==> config.mk <==
export PLATFORM = sky130hd
export DESIGN_NAME = sap1_prog_loader
export DESIGN_NICKNAME = d
export VERILOG_FILES = /design/src/rtl/sap1_pkg.sv /design/src/rtl/sap1_prog_loader.sv
export SDC_FILE = /design/constraint.sdc
export NUM_CORES = 1
export LEC_CHECK = 0
export CAP_MARGIN = 20
export CORE_AREA = 2 2 52 91
export DETAILED_ROUTE_END_ITERATION = 16
export DIE_AREA = 0 0 54 93
export MAX_ROUTING_LAYER = met4
export PLACE_DENSITY = 0.73
export SLEW_MARGIN = 20
export SYNTH_ARGS = -nofsm -noshare
export SYNTH_HDL_FRONTEND = slang
export SYNTH_SLANG_ARGS = --single-unit
==> constraint.sdc <==
create_clock -name clk_in -period 2.47 [get_ports clk_in]
set_input_delay 0.494 -clock clk_in [delete_from_list [all_inputs] [get_ports clk_in]]
set_output_delay 0.494 -clock clk_in [all_outputs]
set_load 0.02 [all_outputs]
==> src/rtl/sap1_pkg.sv <==
// sap1_pkg: shared SAP-1 widths, frame marker and loader state encoding
package sap1_pkg;
  localparam int SAP1_ADDR_W = 4;
  localparam int SAP1_DATA_W = 8;
  localparam logic [7:0] HDR_BYTE = 8'hA5;
  typedef enum logic [2:0] {S_IDLE, S_LEN, S_DATA, S_CHK, S_DONE, S_ERR} ld_state_t;
endpackage

==> src/rtl/sap1_prog_loader.sv <==
// sap1_prog_loader: framed byte stream to SAP-1 program RAM writer with run release
module sap1_prog_loader #(
  parameter int ADDR_W = sap1_pkg::SAP1_ADDR_W,
  parameter int DATA_W = sap1_pkg::SAP1_DATA_W,
  parameter logic [DATA_W-1:0] HDR_BYTE = sap1_pkg::HDR_BYTE
) (
  input  logic              clk_in,
  input  logic              limpar_iniciar,
  input  logic              in_valid,
  input  logic [DATA_W-1:0] in_data,
  output logic              in_ready,
  output logic              ram_we,
  output logic [ADDR_W-1:0] ram_addr,
  output logic [DATA_W-1:0] ram_wdata,
  output logic              run_prog,
  output logic              leitura_escrita,
  output logic              busy,
  output logic              err,
  output logic [ADDR_W:0]   loaded_count
);
  import sap1_pkg::*;
  localparam logic [DATA_W-1:0] MAX_LEN = DATA_W'(2 ** ADDR_W);
  ld_state_t state;
  logic [ADDR_W-1:0] addr;
  logic [DATA_W-1:0] sum;
  logic [ADDR_W:0] len;
  logic xfer;
  assign xfer = in_valid & in_ready;
  // frame FSM; every output is registered here, ram_we pulses one cycle after each data byte
  always_ff @(posedge clk_in) begin
    if (limpar_iniciar) begin
      state <= S_IDLE;
      in_ready <= 1'b0;
      ram_we <= 1'b0;
      ram_addr <= '0;
      ram_wdata <= '0;
      run_prog <= 1'b0;
      leitura_escrita <= 1'b0;
      busy <= 1'b0;
      err <= 1'b0;
      loaded_count <= '0;
      addr <= '0;
      sum <= '0;
      len <= '0;
    end else begin
      in_ready <= 1'b1;
      ram_we <= 1'b0;
      if (xfer) begin
        case (state)
          S_IDLE, S_DONE, S_ERR: begin
            if (in_data == HDR_BYTE) begin
              state <= S_LEN;
              busy <= 1'b1;
              err <= 1'b0;
              run_prog <= 1'b0;
              leitura_escrita <= 1'b0;
              loaded_count <= '0;
            end
          end
          S_LEN: begin
            if (in_data == '0 || in_data > MAX_LEN) begin
              state <= S_ERR;
              err <= 1'b1;
              busy <= 1'b0;
            end else begin
              len <= in_data[ADDR_W:0];
              addr <= '0;
              sum <= '0;
              state <= S_DATA;
            end
          end
          S_DATA: begin
            ram_we <= 1'b1;
            ram_addr <= addr;
            ram_wdata <= in_data;
            addr <= addr + 1'b1;
            sum <= sum + in_data;
            loaded_count <= loaded_count + (ADDR_W+1)'(1);
            if (loaded_count + (ADDR_W+1)'(1) == len) state <= S_CHK;
          end
          S_CHK: begin
            busy <= 1'b0;
            if (in_data == sum) begin
              state <= S_DONE;
              run_prog <= 1'b1;
              leitura_escrita <= 1'b1;
            end else begin
              state <= S_ERR;
              err <= 1'b1;
            end
          end
          default: state <= S_IDLE;
        endcase
      end
    end
  end
endmodule

==> results_dict.tcl <==
set metrics [dict create \
    status "complete, no violations" \
    h-tree-depth 2 \
    yosysSeqAreaShare 0.4053 \
    grt_start_max_net_pins 23 \
    nFillCells 398 \
    area.sequential_um2 840.8 \
    finalCritPeriodShare 0.9591 \
    antenna_left 0 \
    firstDrtPassIters 4 \
    maxSlewHeadroom 0.6242 \
    wl_mm 5.278 \
    dieArea_um2 5022 \
    grt_pass1_wl_mm 8.535 \
    dieWidth_um 54 \
    slowest_delay_ps 450 \
    synth.distinct_cells 42 \
    grt_pass1_vias 1849 \
    fp.dieH_um 93 \
    drc_errors 0 \
    initial_utilization 0.4797 \
    ios 34 \
    clk_latency_ps 300 \
    worstPathArrival_ps 2570 \
    cts_buffers 5 \
    fin_skew_ps 9.259 \
    report.final.slew_viol_count 0 \
    multiInputGateArea_um2 1189 \
    nets 325 \
    drtIter0Drc 29 \
    syn_area_um2 2074 \
    critPathBufInv 2 \
    port_buffers 33 \
    wl_per_cell_um 14.83 \
    area_delta_synth_final_pct 32.15 \
    period_needed_ps 2369 \
    vias_per_cell 5.461 \
    gp_congestion 0.9483 \
    antenna_found_initial 0 \
    grt_overflow 0 \
    cp_slowest_cell "clkdlybuf4s50_1" \
    core_area_um2 4324 \
    syn_area_per_cell_um2 8.365 \
    worst-path-max-fanout 4 \
    tightest_slew_ps 561.7 \
    start_kind "input pin" \
    hold_ws_ps 457.0 \
    synth_seq_cells 42 \
    syn_inst 248 \
    hold_viol_final 0 \
    critPathTopFamily "buffers and inverters" \
    vias 1944 \
    min-delay-path-class "reg -> reg" \
    yosys_warnings 0 \
    drive_above_1_share 0.1541 \
    syn-num-nets 269 \
    cts_root_buffer "clkbuf_8" \
    crit_type "in -> reg" \
    cts_tree "yes" \
    clk_pin_slew_ps 90 \
    p_per_area_nw_per_um2 450.3 \
    rows 32 \
    grt_setup_unrepaired "no" \
    worstPathCellList "clkdlybuf4s50_1 > ha_1 > buf_4 > a311o_1 > a31oi_2 > mux2i_1 > mux2_4" \
    timing.fmax_ghz 0.4221 \
    end_kind "flip-flop" \
    leakage_nw 1.032 \
    ir_drop_mv 0.3056 \
    cts_sinks 42 \
    maxCapViolCount 0 \
    hpwlAfterDp_mm 4.060 \
    n_antenna_cell 0 \
    clockBufferDepth 2 \
    total_power_mw 1.234 \
    setup_violations 0 \
    grt_usage 0.2366 \
    cp.required_ps 2670 \
]
==> worst register-to-register path, delay by kind of cell, from the launching register on <==
| kind | cells | cell delay (ps) |
|---|---|---|
| AO/OA/AOI/OAI | 2 | 560 |
| buffers and inverters | 1 | 160 |
| adder cells (fa/ha/maj) | 1 | 280 |
| flip-flops | 1 | 330 |
| multiplexers | 2 | 580 |
==> flip-flops by register name, indices dropped and copies added (netlist names), 3 cells and up <==
signal and cells:
ram_wdata 8, sum 8, len 5, loaded_count 5, addr 4, ram_addr 4
state 3
==> synthesized netlist by cell type, drive strengths merged <==
cell type | instances | area (um2)
or3 | 2 | 12.51
nand2b | 1 | 6.260
nand3 | 12 | 60.06
nor2 | 17 | 80.08
nand3b | 2 | 15.01
a311o | 1 | 10.01
clkbuf | 6 | 22.52
o32ai | 1 | 8.760
and3 | 3 | 18.77
a21oi | 40 | 204.0
nor2b | 4 | 25.02
a2111o | 1 | 11.26
xnor2 | 10 | 87.58
mux2 | 1 | 15.01
mux2i | 1 | 10.01
nand2 | 47 | 176.4
inv | 2 | 7.510
xor2 | 7 | 61.31
dfxtp | 42 | 840.8
nor4b | 2 | 23.77
and2 | 2 | 12.51
nand4 | 3 | 25.02
o21ai | 6 | 30.02
a221oi | 1 | 8.760
nor4 | 5 | 52.55
a31oi | 2 | 12.51
o21a | 1 | 7.510
and4 | 1 | 8.760
a22oi | 1 | 7.510
ha | 9 | 112.6
nor3 | 5 | 25.02
a21o | 2 | 15.01
fa | 1 | 20.02
buf | 7 | 40.03
==> cells in the final DEF, fill, tap and decap left out, types with 3 or more instances in the layout <==
master and instances:
ha_1 8, xor2_1 7, a21oi_1 39, nor2b_1 4, nand3_1 12, xnor2_1 10, o21ai_1 5, nor2_1 16
buf_4 29, dfxtp_1 42, clkbuf_8 5, clkdlybuf4s50_1 33, and3_1 3, nand2_1 47, nor3_1 5
==> cells by family (layout without fill, tap and decap cells) <==
group,Yosys count,in the layout,synth area share
simple gates,106,106,0.2612
xor+xnor,17,17,0.07177
buf+inv,15,72,0.03377
flops,42,42,0.4053
compound gates,56,56,0.1520
mux,2,2,0.01206
fa+ha+maj,10,10,0.06393
==> what timing repair did <==
action,in CTS,in global routing
endpoints found under the setup margin,0,1
buffers inserted,0,0
hold buffers,0,0
resized for setup,0,3
hold endpoints to repair,0,0
==> worst paths after layout <==
kind	from	endpoint	slack, ps	cells after the start
min	ram_addr[1]	ram_addr[1]	460	2
max reg2reg	sum[4]	sum[7]	450	6
max	in_data[4]	sum[7]	100	7
min reg2reg	ram_addr[1]	ram_addr[1]	460	2
==> metal layers <==
| layer | part of all wire | global-route usage |
|---|---|---|
| met1 | 0.40 | 0.2492 |
| met5 | 0 | - |
| met2 | 0.54 | 0.4096 |
| met3 | 0.029 | 0.03994 |
| met4 | 0.031 | 0.1125 |
==> final cells by class <==
type	count	area share
inverters	2	0.002738
repair buffers	62	0.1999
multi-input cells	191	0.4336
clock buffers	5	0.02510
well taps	51	0.02328
clock inverters	3	0.008672
flip-flops and latches	42	0.3067
==> power by group <==
part,total [mW],internal [mW],switching (mW)
clock network,0.462,0.202,0.260
registers,0.678,0.677,0.000602
logic,0.0944,0.0441,0.0502
total,1.23,0.924,0.311
==> metrics by stage <==
stage	cells	setup WS, ps	setup TNS (ps)	instance area, um2	util
6_report	356	101.0	0	2741	0.6340
4_1_cts	356	9.051	0	2716	0.6282
5_1_grt	356	20.15	0	2741	0.6340
3_3_place_gp	348	-299.3	-1086	2624	0.6068
2_1_floorplan	248	255.8	0	2074	-
3_5_place_dp	348	-326.3	-1423	2624	0.6068
Power figures use the tool's default switching activity.
